===== src/rtl/pwm_multi_breather.sv =====
// Multi-channel LED PWM engine: shared period counter, per-channel off/static/breathe/on
// modes, with settings double-buffered so they only change at period boundaries.
module pwm_multi_breather #(
  parameter  int NUM_CH       = 26,
  parameter  int WIDTH        = 8,
  parameter  int STEP_PERIODS = 4,
  localparam int CHW          = $clog2(NUM_CH)
) (
  input  logic              CLOCK_50,
  input  logic              RESET_N,
  input  logic              wr_en,
  input  logic [CHW-1:0]    wr_ch,
  input  logic [1:0]        wr_mode,
  input  logic [WIDTH-1:0]  wr_data,
  output logic [NUM_CH-1:0] pwm_out,
  output logic              period_end,
  output logic              step_tick
);

  localparam int SCW = (STEP_PERIODS > 1) ? $clog2(STEP_PERIODS) : 1;
  localparam logic [SCW-1:0] STEP_LAST = SCW'(STEP_PERIODS - 1);

  typedef enum logic [1:0] {
    MODE_OFF     = 2'b00,
    MODE_STATIC  = 2'b01,
    MODE_BREATHE = 2'b10,
    MODE_ON      = 2'b11
  } mode_e;

  logic [WIDTH-1:0] cnt_q, cnt_d;
  logic [SCW-1:0]   step_cnt_q, step_cnt_d;
  logic             wrap, step;

  mode_e            shadow_mode_q [NUM_CH];
  mode_e            shadow_mode_d [NUM_CH];
  logic [WIDTH-1:0] shadow_duty_q [NUM_CH];
  logic [WIDTH-1:0] shadow_duty_d [NUM_CH];
  mode_e            act_mode_q    [NUM_CH];
  mode_e            act_mode_d    [NUM_CH];
  logic [WIDTH-1:0] act_duty_q    [NUM_CH];
  logic [WIDTH-1:0] act_duty_d    [NUM_CH];
  logic [WIDTH-1:0] level_q       [NUM_CH];
  logic [WIDTH-1:0] level_d       [NUM_CH];
  logic [NUM_CH-1:0] dir_down_q, dir_down_d;

  logic [NUM_CH-1:0] pwm_q, pwm_d;
  logic              period_end_q, period_end_d;
  logic              step_tick_q, step_tick_d;

  always_comb begin
    cnt_d         = cnt_q + 1'b1;
    wrap          = &cnt_q;
    step          = 1'b0;
    step_cnt_d    = step_cnt_q;
    shadow_mode_d = shadow_mode_q;
    shadow_duty_d = shadow_duty_q;
    act_mode_d    = act_mode_q;
    act_duty_d    = act_duty_q;
    level_d       = level_q;
    dir_down_d    = dir_down_q;
    pwm_d         = '0;

    if (wrap) begin
      if (step_cnt_q == STEP_LAST) begin
        step       = 1'b1;
        step_cnt_d = '0;
      end else begin
        step_cnt_d = step_cnt_q + 1'b1;
      end
    end
    period_end_d = wrap;
    step_tick_d  = step;

    for (int i = 0; i < NUM_CH; i++) begin
      // Out-of-range channel indices match no channel, so they are dropped here.
      if (wr_en && (wr_ch == CHW'(i))) begin
        shadow_mode_d[i] = mode_e'(wr_mode);
        shadow_duty_d[i] = wr_data;
      end

      // Commit reads the pre-write shadow, so a write on the wrap cycle waits a period.
      if (wrap) begin
        act_mode_d[i] = shadow_mode_q[i];
        case (shadow_mode_q[i])
          MODE_STATIC: act_duty_d[i] = shadow_duty_q[i];
          MODE_BREATHE: begin
            if (act_mode_q[i] != MODE_BREATHE) begin
              level_d[i]    = shadow_duty_q[i];
              dir_down_d[i] = 1'b0;
            end else if (step) begin
              // Endpoints reverse direction and move one step back: no repeated max/0.
              if (!dir_down_q[i]) begin
                if (&level_q[i]) begin
                  level_d[i]    = level_q[i] - 1'b1;
                  dir_down_d[i] = 1'b1;
                end else begin
                  level_d[i] = level_q[i] + 1'b1;
                end
              end else begin
                if (level_q[i] == '0) begin
                  level_d[i]    = level_q[i] + 1'b1;
                  dir_down_d[i] = 1'b0;
                end else begin
                  level_d[i] = level_q[i] - 1'b1;
                end
              end
            end
          end
          default: ;
        endcase
      end

      case (act_mode_q[i])
        MODE_OFF:     pwm_d[i] = 1'b0;
        MODE_STATIC:  pwm_d[i] = (cnt_q < act_duty_q[i]);
        MODE_BREATHE: pwm_d[i] = (cnt_q < level_q[i]);
        MODE_ON:      pwm_d[i] = 1'b1;
        default:      pwm_d[i] = 1'b0;
      endcase
    end
  end

  always_ff @(posedge CLOCK_50) begin
    if (!RESET_N) begin
      cnt_q        <= '0;
      step_cnt_q   <= '0;
      dir_down_q   <= '0;
      pwm_q        <= '0;
      period_end_q <= 1'b0;
      step_tick_q  <= 1'b0;
      for (int i = 0; i < NUM_CH; i++) begin
        shadow_mode_q[i] <= MODE_OFF;
        shadow_duty_q[i] <= '0;
        act_mode_q[i]    <= MODE_OFF;
        act_duty_q[i]    <= '0;
        level_q[i]       <= '0;
      end
    end else begin
      cnt_q         <= cnt_d;
      step_cnt_q    <= step_cnt_d;
      dir_down_q    <= dir_down_d;
      pwm_q         <= pwm_d;
      period_end_q  <= period_end_d;
      step_tick_q   <= step_tick_d;
      shadow_mode_q <= shadow_mode_d;
      shadow_duty_q <= shadow_duty_d;
      act_mode_q    <= act_mode_d;
      act_duty_q    <= act_duty_d;
      level_q       <= level_d;
    end
  end

  assign pwm_out    = pwm_q;
  assign period_end = period_end_q;
  assign step_tick  = step_tick_q;

endmodule


===== config.mk =====
export PLATFORM = sky130hd
export DESIGN_NAME = pwm_multi_breather
export DESIGN_NICKNAME = d
export VERILOG_FILES = /design/src/rtl/pwm_multi_breather.sv
export SDC_FILE = /design/constraint.sdc
export NUM_CORES = 2
export LEC_CHECK = 0
export ABC_CLOCK_PERIOD_IN_PS = 3850
export CAP_MARGIN = 5
export CORE_MARGIN = 10
export CORE_UTILIZATION = 50
export DETAILED_ROUTE_END_ITERATION = 8
export HOLD_SLACK_MARGIN = 0.03
export PLACE_DENSITY = 0.67
export SYNTH_ARGS = -nofsm -noshare
export SYNTH_HDL_FRONTEND = slang
export SYNTH_SLANG_ARGS = --single-unit
export TNS_END_PERCENT = 100

===== constraint.sdc =====
create_clock -name CLOCK_50 -period 3.85 [get_ports CLOCK_50]
set_input_delay 0.5775 -clock CLOCK_50 [delete_from_list [all_inputs] [get_ports CLOCK_50]]
set_output_delay 0.5775 -clock CLOCK_50 [all_outputs]
set_load 0.02 [all_outputs]

==> impl_metrics.tcl <==
set metrics [dict create \
    yosysTopAreaCell "dfxtp_1" \
    grt_overflow 0 \
    ys_warn_count 0 \
    fin_util_pct 55.57 \
    clk_pin_slew_ns 0.06 \
    antenna_found_initial 4 \
    drt-pass1-iter-count 6 \
    drt-met1-wl_mm 64.06 \
    ys.flop_type "dfxtp_1" \
    critPathLaunchType "flop" \
    netlist_instances 5864 \
    yosysTopAreaCellShare_pct 32.92 \
    synthArstFlopShare_pct 0 \
    required_ns 4.45 \
    yosysMostFrequentCell "dfxtp_1" \
    worstHoldPathType "reg -> reg" \
    path_cells "buf_4, nand3_1, nor3_2, buf_4, nand3_1, or3_1, o21ai_0, o21a_1" \
    cts_resized 0 \
    grt_pass1_wl_mm 224.2 \
    synthSimpleGateAreaFrac_pct 19.18 \
    die_x_um 330.4 \
    timing.slew.headroom_pct 20.64 \
    cts_made_buffers 88 \
    clockRootBuffer "clkbuf_16" \
    placed_cells 6935 \
    cap_violations 0 \
    p_leak_nw 21.69 \
    maxSlewViolCount 0 \
    slowest_stage "buf_4" \
    vdd_drop_max_mv 0.3275 \
    cts_tree "done" \
    r2r_cells 8 \
    ys_ff_latch 792 \
    worstSetupPathType "reg -> reg" \
    setup_total_negative_slack_ns 0 \
    cp-end-kind "flop" \
    netSwitchingFraction_pct 23.29 \
    power_frac_clock_pct 49.7 \
    syn_area_um2 48160 \
    critPathMaxStageDelay_ns 0.71 \
    yosys-top-cells-count "792 x dfxtp_1, 616 x nor2_1, 471 x mux2i_1" \
    yosys.area_share.adder_pct 11.53 \
    dr_wl_met2_mm 63.72 \
    final_area_um2 52960 \
    place_area_um2 49880 \
    dr_wl_met3_mm 10.51 \
    instances_no_fill 7095 \
    die_area_um2 109100 \
    period_needed_ns 3.223 \
    core_area_um2 95290 \
    synthDistinctLibCells 84 \
    syn-num-nets 6326 \
    gp_congestion 0.9260 \
    hold_path_depth 2 \
    fmax_mhz 310.3 \
    grt_pass1_vias 40120 \
    period_share_pct 83.71 \
    synth_area_leaders "dfxtp_1 33%, ha_1 12%, mux2i_1 9.8%, nor2_1 4.8%, a21oi_1 3.8%" \
    synth_xor_xnor_area_share_pct 0.9092 \
    finalWirelength_mm 142.9 \
    cts_buffer_depth 3 \
    die_y_um 330.4 \
    highest_layer "met5" \
    switchingPower_mw 4.215 \
    floorplan.initialDensity_pct 50.54 \
    synth-compound-area-share_pct 18.88 \
    p_total_mw 18.10 \
    dp_hpwl_mm 92.30 \
    routed_via_density 6.110 \
    wl_per_cell_um 20.15 \
    setup_viol 0 \
    crit_arrival_ns 3.82 \
    drc 0 \
    hold_buffers 0 \
    fin_ws_ns 0.6272 \
    p_seq_share_pct 45.6 \
    ys_seq_area_share_pct 32.92 \
    post-place-ws_ns 0.7437 \
    cts_max_level 3 \
    grt_max_degree 119 \
    synth_top_family_by_area "simple AND/OR/NAND/NOR gates" \
    io_pins 46 \
    cell_internal_pwr_mw 13.89 \
    pwr-share-comb_pct 4.7 \
    track_usage_pct 25.17 \
    fin_skew_ns 0.02243 \
    hold_viol 0 \
    numClockSinks 792 \
    power-per-cell-area_nw_per_um2 341.8 \
    synth.avg_cell_area_um2 8.214 \
    port_buffers 45 \
    nNetsFinal 6222 \
    post_cts_buffers 0 \
    first_iter_violations 3906 \
    synth.area.mux_share_pct 10.44 \
    vias 43350 \
    rows 113 \
    drive_above_1_share_pct 6.708 \
    synth_edf_count 0 \
    ant_nets 0 \
    worstPathMaxFanout 35 \
    clk_latency_ns 0.66 \
    status "finished clean" \
    whs_ns 0.4672 \
    syn2layout_area_growth_pct 9.952 \
    rsz0062_at_grt "no" \
    worst_pin_slew_ns 1.188 \
]
[per-layer routing]
metal | GRT usage (%) | vias to the layer above
met5 | 0 | -
met1 | 34.52 | 20590
met3 | 3.381 | 286
met4 | 8.582 | 4
li1 | - | 20880
met2 | 40.34 | 1592
[flip-flops by register name, summed over array words and instances (netlist names)]
signal and flops:
act_duty_q 208, level_q 208, shadow_duty_q 208, act_mode_q 52
shadow_mode_q 52, dir_down_q 26, pwm_out 26, cnt_q 8
step_cnt_q 2, period_end 1, step_tick 1
[layout make-up]
type	count	area, µm²
Clock buffer	118	2571
Timing Repair Buffer	158	1390
Antenna cell	1	2.502
Fill cell	8683	42340
Multi-Input combinational cell	4299	29440
Sequential cell	792	15880
Tap cell	1265	1583
Clock inverter	41	500.5
Inverter	421	1588
[placed cells by master, fill, tap and decap left out, types with 41 or more instances in the layout]
master / count
xnor2_1: 44
a31oi_1: 91
dfxtp_1: 784
nand2b_1: 117
mux2i_1: 471
nor2b_1: 42
a21o_1: 89
nand4_1: 73
ha_1: 444
nor2_1: 614
buf_4: 102
and3_1: 66
nor3_1: 142
o2111ai_1: 57
clkbuf_16: 93
o21ai_0: 218
nor4_1: 41
o31ai_1: 45
a211oi_1: 57
nand3_1: 290
inv_1: 419
nand2_1: 435
o211ai_1: 59
a21oi_1: 363
[kinds of logic after synthesis]
logic type,Yosys count
DFF,792
buffers and inverters,773
adders and majority gates,444
and+or+nand+nor,1963
AOI/OAI and AO/OA,1343
muxes,499
xor gates and xnor gates,50
[final timing paths]
check / from / end / slack [ns]
max: cnt_q[1] / level_q[192] / 0.63
min: step_cnt_q[1] / step_cnt_q[1] / 0.47
max reg2reg: cnt_q[1] / level_q[192] / 0.63
min reg2reg: step_cnt_q[1] / step_cnt_q[1] / 0.47
[worst max-delay path, delay by kind of cell (launching register included)]
kind            cells  cell delay (ns)
flops               1             0.44
simple gates        4             1.46
compound gates      2             0.22
buf+inv             2             1.02
[power groups by stage]
stage | Combinational [mW] | Clock [mW] | Sequential, mW
2_1_floorplan | 0.484 | 0 | 8.43
3_3_place_gp | 0.818 | 0 | 8.43
3_5_place_dp | 0.830 | 0 | 8.43
4_1_cts | 0.835 | 9.13 | 8.25
5_1_grt | 0.919 | 9.46 | 8.25
6_report | 0.848 | 9.00 | 8.25
No activity file was read; power rests on OpenSTA's default activity.
